$ cat config.mk
export PLATFORM = sky130hd
export DESIGN_NAME = mesh_tile_boot_ctrl
export DESIGN_NICKNAME = d
export VERILOG_FILES = /design/src/rtl/mesh_tile_boot_ctrl.sv
export SDC_FILE = /design/constraint.sdc
export NUM_CORES = 1
export LEC_CHECK = 0
export ABC_AREA = 0
export CAP_MARGIN = 15
export CORE_MARGIN = 5
export CORE_UTILIZATION = 42
export DETAILED_ROUTE_END_ITERATION = 8
export PLACE_DENSITY_LB_ADDON = 0.25
export SYNTH_ARGS = -nofsm -noshare
export SYNTH_HDL_FRONTEND = slang
export SYNTH_SLANG_ARGS = --single-unit
$ cat constraint.sdc
create_clock -name clk_i -period 4.15 [get_ports clk_i]
set_clock_uncertainty 0.05 [all_clocks]
set_input_delay 0.83 -clock clk_i [delete_from_list [all_inputs] [get_ports clk_i]]
set_output_delay 0.83 -clock clk_i [all_outputs]
set_load 0.03 [all_outputs]
$ cat src/rtl/mesh_tile_boot_ctrl.sv
// rtl/mesh_tile_boot_ctrl.sv - multi-tile boot and end-of-test sequencer for the RedMulE mesh
module mesh_tile_boot_ctrl #(
    parameter int unsigned N_TILES     = 4,
    parameter int unsigned STAGGER_CYC = 4,
    parameter int unsigned CNT_W       = 32,
    parameter int unsigned HARTID_BASE = 0
) (
    input  logic                    clk_i,
    input  logic                    rst_ni,
    input  logic                    start_i,
    input  logic                    clear_i,
    input  logic [N_TILES-1:0]      tile_mask_i,
    input  logic [31:0]             boot_addr_i,
    input  logic [CNT_W-1:0]        timeout_i,
    input  logic [N_TILES-1:0]      core_sleep_i,
    output logic [N_TILES-1:0]      tile_enable_o,
    output logic [N_TILES-1:0]      fetch_enable_o,
    output logic [N_TILES*32-1:0]   boot_addr_o,
    output logic [N_TILES*32-1:0]   mhartid_o,
    output logic                    busy_o,
    output logic                    done_o,
    output logic                    timeout_o,
    output logic [N_TILES-1:0]      sleep_seen_o,
    output logic [CNT_W-1:0]        cycles_o
);

    localparam int unsigned   KW     = (N_TILES > 1) ? $clog2(N_TILES) : 1;
    localparam int unsigned   SW     = (STAGGER_CYC > 1) ? $clog2(STAGGER_CYC) : 1;
    localparam logic [KW-1:0] K_LAST = KW'(N_TILES - 1);
    localparam logic [SW-1:0] S_LAST = SW'(STAGGER_CYC - 1);

    typedef enum logic [2:0] {
        S_IDLE, S_ENABLE, S_RELEASE, S_RUN, S_DONE, S_TIMEOUT
    } state_t;

    state_t             state_q, state_d;
    logic [N_TILES-1:0] mask_q, tile_en_q, fetch_q, seen_q, seen_d, rel_bit;
    logic [31:0]        addr_q;
    logic               addr_vld_q;
    logic [CNT_W-1:0]   timeout_q, cyc_q;
    logic [KW-1:0]      k_q, k_nxt;
    logic [SW-1:0]      stg_q;
    logic               stg_end, idx_end, all_done, timed_out, counting;

    // Unmasked indices cost a single cycle; masked ones hold for the full stagger.
    assign stg_end   = (stg_q == S_LAST);
    assign idx_end   = !mask_q[k_q] || stg_end;
    assign seen_d    = seen_q | (fetch_q & core_sleep_i);
    assign all_done  = &(seen_d | ~mask_q);
    assign timed_out = (timeout_q != '0) && (cyc_q >= timeout_q);
    assign k_nxt     = (state_q == S_ENABLE) ? '0 : k_q + KW'(1);
    assign rel_bit   = N_TILES'(1) << k_nxt;
    assign counting  = ((state_q == S_RELEASE) || (state_q == S_RUN)) &&
                       ((state_d == S_RELEASE) || (state_d == S_RUN)) && (|fetch_q);

    always_ff @(posedge clk_i or negedge rst_ni) begin
        if (!rst_ni) state_q <= S_IDLE;
        else         state_q <= state_d;
    end

    always_comb begin
        state_d = state_q;
        case (state_q)
            S_IDLE:    if (start_i) state_d = (tile_mask_i == '0) ? S_DONE : S_ENABLE;
            S_ENABLE:  if (stg_end) state_d = S_RELEASE;
            S_RELEASE: if (idx_end && (k_q == K_LAST)) state_d = S_RUN;
            S_RUN: begin
                if (all_done)       state_d = S_DONE;
                else if (timed_out) state_d = S_TIMEOUT;
            end
            S_DONE, S_TIMEOUT: if (clear_i) state_d = S_IDLE;
            default:   state_d = S_IDLE;
        endcase
    end

    always_comb begin
        busy_o    = (state_q == S_ENABLE) || (state_q == S_RELEASE) || (state_q == S_RUN);
        done_o    = (state_q == S_DONE);
        timeout_o = (state_q == S_TIMEOUT);
    end

    always_ff @(posedge clk_i or negedge rst_ni) begin
        if (!rst_ni) begin
            mask_q     <= '0;
            tile_en_q  <= '0;
            fetch_q    <= '0;
            seen_q     <= '0;
            addr_q     <= '0;
            addr_vld_q <= 1'b0;
            timeout_q  <= '0;
            cyc_q      <= '0;
            k_q        <= '0;
            stg_q      <= '0;
        end else begin
            seen_q <= seen_d;
            if (counting && (cyc_q != '1)) cyc_q <= cyc_q + CNT_W'(1);
            case (state_q)
                S_IDLE: if (start_i) begin
                    mask_q     <= tile_mask_i;
                    tile_en_q  <= tile_mask_i;
                    addr_q     <= boot_addr_i;
                    addr_vld_q <= 1'b1;
                    timeout_q  <= timeout_i;
                    seen_q     <= '0;
                    cyc_q      <= '0;
                    stg_q      <= '0;
                    k_q        <= '0;
                end
                S_ENABLE: begin
                    stg_q <= stg_end ? '0 : stg_q + SW'(1);
                    if (stg_end) begin
                        k_q     <= '0;
                        fetch_q <= fetch_q | (mask_q & rel_bit);
                    end
                end
                S_RELEASE: begin
                    if (idx_end) begin
                        stg_q <= '0;
                        if (k_q != K_LAST) begin
                            k_q     <= k_nxt;
                            fetch_q <= fetch_q | (mask_q & rel_bit);
                        end
                    end else begin
                        stg_q <= stg_q + SW'(1);
                    end
                end
                S_RUN: if (state_d == S_DONE) begin
                    fetch_q   <= '0;
                    tile_en_q <= '0;
                end
                S_DONE, S_TIMEOUT: if (clear_i) begin
                    fetch_q    <= '0;
                    tile_en_q  <= '0;
                    addr_vld_q <= 1'b0;
                end
                default: ;
            endcase
        end
    end

    assign tile_enable_o  = tile_en_q;
    assign fetch_enable_o = fetch_q;
    assign sleep_seen_o   = seen_q;
    assign cycles_o       = cyc_q;

    for (genvar i = 0; i < N_TILES; i++) begin : g_tile
        assign boot_addr_o[32*i +: 32] = (addr_vld_q && mask_q[i]) ? addr_q : 32'd0;
        assign mhartid_o[32*i +: 32]   = HARTID_BASE + 32'(i);
    end

endmodule

[Word level (Yosys, flattened, before mapping)]
Index checks and enable logic that the tools add are counted.
Word-level totals
  ROM bits: 0
  memories: 0
  input bits: 76
  flip-flop bits (word level): 120
  output and inout bits: 303
  bits in latches: 0
  RAM bits: 0
  word-level logic and storage cells: 111
Operators by class
  muxes and demuxes: 39
  multipliers: 0
  equal/unequal tests: 18
  div/mod/pow operators: 0
  bitwise logic cells: 6
  add/sub/neg operators: 3
  magnitude comparators: 2
  shift-type cells: 1
  reductions and logical operators: 31
Operators by type and width (number)
  $mux 32: 7
  $add 32x1->32 const B: 1
  $ge 32x32->1: 1
  $mux 4: 8
  $ne 32x32->1 const B: 1
  $reduce_bool 32->1: 1
  $mux 3: 7
  $pmux 4 s4: 1
  $pmux 3 s5: 1
  $mux 2: 7
  $eq 3x2->1 const B: 4
  $or 4x4->4: 3
  $pmux 2 s3: 2
  $pmux 4 s3: 1
  $ne 2x2->1 const B: 5
  $eq 3x3->1 const B: 3
  $logic_and 1x1->1: 9
  $and 4x4->4: 2
  $reduce_and 4->1: 2
  $reduce_and 6->1: 1
  $reduce_bool 3->1: 2
  $logic_or 1x1->1: 5
  $reduce_and 5->1: 1
  $add 2x1->2 const B: 2
  other kinds (18): 23

[Longest topological paths before layout]
  depth in word-level cells: 15
  mapped depth: 12
  mapped depth without buffers: 10

[Least setup slack after synthesis]
OpenSTA, ideal clock, no wires.
  path type: register to register
  start: register cyc_q[17] (netlist: cycles_o[17])
  end: register cyc_q[29] (netlist: cycles_o[29])
  data arrival time: 3.157 ns
  cell stages (with the launch flop): 12
  buffers on the path: 2
  library setup time: 0.136 ns
  slack: 0.807 ns
  data required time: 3.964 ns
  clock period less this slack: 3.343 ns
  cell sequence: dfrtp_1 > ha_1 > a21o_1 > a221o_1 > a22o_1 > or4_4 > o32ai_4 > nand4_4 > buf_6 > clkbuf_1 > o31ai_1 > a21oi_1
Between the ends
  longest elaborated chain between the ends: 13
  elaborated cells on any way between the ends: 16
  those cells by class: add/sub (1); order compare (1); eq/ne (3); mux (6); reduce/logical (5)
RTL lines
  start: declaration: line 40  | logic [CNT_W-1:0] timeout_q, cyc_q;
  start signal: assignment: line 96  | if (counting && (cyc_q != '1)) cyc_q <= cyc_q + CNT_W'(1);
  $ge 32x32->1: line 50  | assign timed_out = (timeout_q != '0) && (cyc_q >= timeout_q);
  $logic_and 1x1->1: line 50
  $mux 3: line 69  | else if (timed_out) state_d = S_TIMEOUT;
  $mux 3: line 68  | if (all_done) state_d = S_DONE;
  $pmux 3 s5: line 63  | case (state_q)
  $eq 3x2->1: line 54  | ((state_d == S_RELEASE) || (state_d == S_RUN)) && (|fetch_q);
  $logic_or 1x1->1: line 54
  $logic_and 1x1->1: line 53  | assign counting = ((state_q == S_RELEASE) || (state_q == S_RUN)) &&
  $logic_and 1x1->1: line 54
  $logic_and 1x1->1: line 96
  $mux 32 (*): line 96
  $mux 32: line 98  | S_IDLE: if (start_i) begin
  $mux 32 (*): line 97  | case (state_q)
Every way passes the cells marked *; elsewhere a longest branch is shown, timed or not.
A chain may end at the register's enable or synchronous reset.

[Final worst setup path]
  start: register cyc_q[17] (netlist: cycles_o[17])
  end: register cyc_q[23] (netlist: cycles_o[23])
Same word-level chain as after synthesis.

==> results <==
- In this run the critical register-to-register path is captured at cycles_o[23]$_DFF_PN0_.
- Data on the critical path is required at its endpoint by 4440 ps.
- The type of the worst setup path is register to register.
- Data on the critical path arrives at its endpoint at 4000 ps.
- The number of antenna violations at the first check in global routing came to 2.
- The clock slew seen by the registers of the worst setup and hold paths is 60 ps.
- The average cell area after synthesis is 8.24 um2.
- In this run the worst path has a maximum fanout of 25.
- The synthesized area is 7970 um2.
- At the later pin of the worst-skew pair, clock insertion delay measures 420 ps.
- Counting along the longest clock path gives a buffer depth of 2.
- In this run the clock root is driven by a clkbuf_16.
- The total number of H-tree levels is 4.
- Setup repair after global routing left no endpoint under its margin.
- The number of gates resized after cts is 0.
- The critical path goes through ha_1 > a21o_1 > a221o_1 > a22o_1 > or4_4 > o32ai_4 > nand4_4 > or4_1 > a21oi_1.
- Derived from the worst setup path, the maximum achievable clock frequency is 269 MHz.
- The share of the synthesized area in the top cell type is 37.7%.
- After global routing the overflow that remains totals 0.
- The global router's overall resource usage is 22.0%.
- The proportion of layout cells with a drive suffix above 1 is 4.07%.
- Leaving out fill and tap cells, the most frequent cell in the layout is clkdlybuf4s50_1.
- The number of synthesized flops with an enable pin is 0.
- VDD sags by at most 304 uV.
- The fraction of registers with async set/reset is 100%.
- The end of the worst hold path is tile_enable_o[1]$_DFFE_PN0P_.
- The worst-case register-to-register setup slack is 440 ps.
- The element type at the critical path end is a register.
- In the detailed route, the total length drawn on met3 is 1610 um.
- The number of global-route vias before repair is 6948.
- The final design utilization is 57.4%.
- After detailed routing, the average wire length per cell comes to 17.5 um.
- After detailed routing, the met2 layer carries 12700 um of wire.
- Routed signal wires occupy layers up through met4.
- The die is 148 um wide.
- On the worst path, the slowest cell contributes a delay of 590 ps.
- The most instantiated flip-flop cell in the synthesis netlist is dfrtp_1.
- For this design, the sink count on the clock tree is 120.
- The routed design has 25100 um of wire.
- The post-synthesis sequential element count is 120.
- The area growth from synthesis to layout is 34.7%.
- On the critical path, the stage with the largest delay is an instance of or4_1.
- The initial utilization of the core area, before any placement, comes to 42.6%.
- The first-pass GRT wire length is 38300 um.
- The worst relative slew slack is 42.9%.
- The worst hold path belongs to the class register to register.
- Synthesis produced a netlist whose cell count is 968.
- The share of the cycle needed by the critical path after routing is 89.5%.
- The die footprint is 21800 um2.
- Setup violations remaining at the end of the flow were counted as 0.
- The total of max-cap violations is 0.
- The run finished with clean final reports.
- The top cell types in the final layout, fill and taps aside, are clkdlybuf4s50_1 (249), nand2_1 (181), and3_1 (136).
- The post-layout instance area is 10700 um2.
- The library cell occupying the most area in the post-synthesis netlist is dfrtp_1.
- The final hold violation count was 0.
- The count of input and output buffers is 250.
- The clock tree from TritonCTS is built.
- The placeable core area is 18700 um2.
- The final weighted congestion of routability-driven global placement is 0.844.
- In this run the remaining antenna-violating nets after routing total 0.
- Once placement finished, the instance area stood at 10200 um2.
- The worst hold slack is 423 ps.
- The final-report max-slew violation count is 0.
- For the worst flop-to-flop path, the logic depth is 9.
- The number of standard-cell rows in the floorplan is 50.
- The worst hold path begins at tile_enable_o[1]$_DFFE_PN0P_.
- After the first detailed-routing iteration, the DRC count stood at 385.
- The count of filler cells inserted in the layout is 1731.
- The total power consumption of the routed design is 7680 uW.
- The number of buffers inserted by hold repair at cts is 0.
- In this run the count of I/O pins placed on the die edge is 379.
- The total power density per cell area is 715 nW/um2.
- The final layout net count is 1302.
- The slew of the pin with the lowest slew margin is 857 ps.
- The floorplan step set the die height to 148 um.
- The first detailed-routing pass ran for 5 iterations.
- By area the synthesized netlist is led by dfrtp_1 (38%), buf_4 (12%), and3_1 (11%), nand2_1 (8.6%), ha_1 (5.5%).
- The total vias in the final route is 7248.
- Synthesis instantiated 56 different standard cells from the library.
- The worst register-to-register path begins at cycles_o[17]$_DFF_PN0_.
- Adding up every negative setup slack in the final design gives 0 ps.
- The number of warnings printed during yosys synthesis is 0.
- The largest net degree at the start of global routing is 81.
- For this run, design rule violations remaining after detail routing come to 0.
- STA classifies the critical path startpoint as a register.
- For this block, wires on met1 add up to 10100 um.
- The buffer count from post-CTS setup fixing is 0.
- The placed wire-length estimate after detailed placement is 19000 um.
- The leakage dissipation is 0.00527 uW.
- After detailed routing, the number of vias per cell comes to 5.03.
- Counting I/O delays and the setup requirement, the final critical path takes 3710 ps.
- Summing the sequential cell areas from Yosys gives 37.7% of the chip area.
- The number of buffers created by CTS is 17.
- The worst hold path passes through 2 cells.
## worst max-delay path by stage
stage / startpoint / slack [ps] / to / depth (start not counted)
after floorplan: cycles_o[17]$_DFF_PN0_ / 810 / cycles_o[29]$_DFF_PN0_ / 11
after global placement: core_sleep_i[2] / 540 / cycles_o[23]$_DFF_PN0_ / 8
after detailed placement: core_sleep_i[2] / 460 / cycles_o[23]$_DFF_PN0_ / 8
after CTS: cycles_o[17]$_DFF_PN0_ / 450 / cycles_o[23]$_DFF_PN0_ / 9
after global routing: cycles_o[18]$_DFF_PN0_ / 230 / cycles_o[23]$_DFF_PN0_ / 9
final: cycles_o[17]$_DFF_PN0_ / 440 / cycles_o[23]$_DFF_PN0_ / 9
## per-layer routing
layer / vias to the layer above / GRT usage [%]
li1: 3526 / -
met1: 3426 / 26.5
met2: 260 / 38.7
met3: 36 / 4.20
met4: 0 / 8.81
met5: - / 0
## cells by family (layout without fill, tap and decap cells)
kind of cell    count (synthesis)  count (layout)  share of synthesized area (%)
compound gates                136             136                           10.7
xor+xnor                        6               6                          0.659
fa+ha+maj                      35              35                           5.49
buf+inv                       227             337                           16.9
flops                         120             120                           37.7
mux                             4               4                          0.659
other cells                     2             130                         0.0942
simple gates                  438             438                           27.9
## metrics by stage
stage | instances | setup WS, ps
6_report | 1440 | 436
5_1_grt | 1440 | 230
4_1_cts | 1438 | 445
3_5_place_dp | 1406 | 459
3_3_place_gp | 1406 | 543
2_1_floorplan | 1094 | 807
## layout make-up
type | count | area [um2] | area share, %
multi-input combinational | 747 | 4100 | 38.2
sequential | 120 | 3000 | 28.0
timing repair buffer | 259 | 2590 | 24.1
clock buffer | 23 | 478 | 4.45
tap | 234 | 293 | 2.73
inverter | 46 | 173 | 1.61
clock inverter | 9 | 97.6 | 0.908
antenna | 2 | 5.00 | 0.0466
## sequential cells by signal, indices dropped and copies added (netlist names)
register and flops:
cycles_o 32, state_q 3, timeout_q 32, fetch_enable_o 4, stg_q 2, tile_enable_o 4, addr_vld_q 1, addr_q 32
k_q 2, mask_q 4, sleep_seen_o 4
## synth_stat cells (all sizes together), types with 3 or more instances
| cell | instances |
|---|---|
| and3 | 136 |
| inv | 46 |
| nand2 | 183 |
| o31ai | 8 |
| a22o | 4 |
| nand4 | 15 |
| a21oi | 35 |
| o32ai | 3 |
| nand3 | 17 |
| or3 | 9 |
| ha | 35 |
| and2 | 5 |
| buf | 137 |
| mux2i | 3 |
| nor2 | 32 |
| clkbuf | 44 |
| or4 | 12 |
| nor2b | 5 |
| o211ai | 9 |
| o21ai | 52 |
| nand2b | 5 |
| nor4 | 12 |
| a21o | 3 |
| nor3 | 4 |
| dfrtp | 120 |
| xor2 | 4 |
## report_power, final
part	internal [uW]	leakage (uW)	switching, uW
clock	924	0.000286	518
combinational	1590	0.00345	2610
sequential	1590	0.00154	451
total	4110	0.00527	3580
## worst max-delay path: cells and delay by family (launching register included)
kind,cells,cell delay (ps)
adder cells (fa/ha/maj),1,330
flip-flops,1,420
AO/OA/AOI/OAI,5,1390
AND/OR/NAND/NOR,3,1440
(Power assumes the default switching activity.)
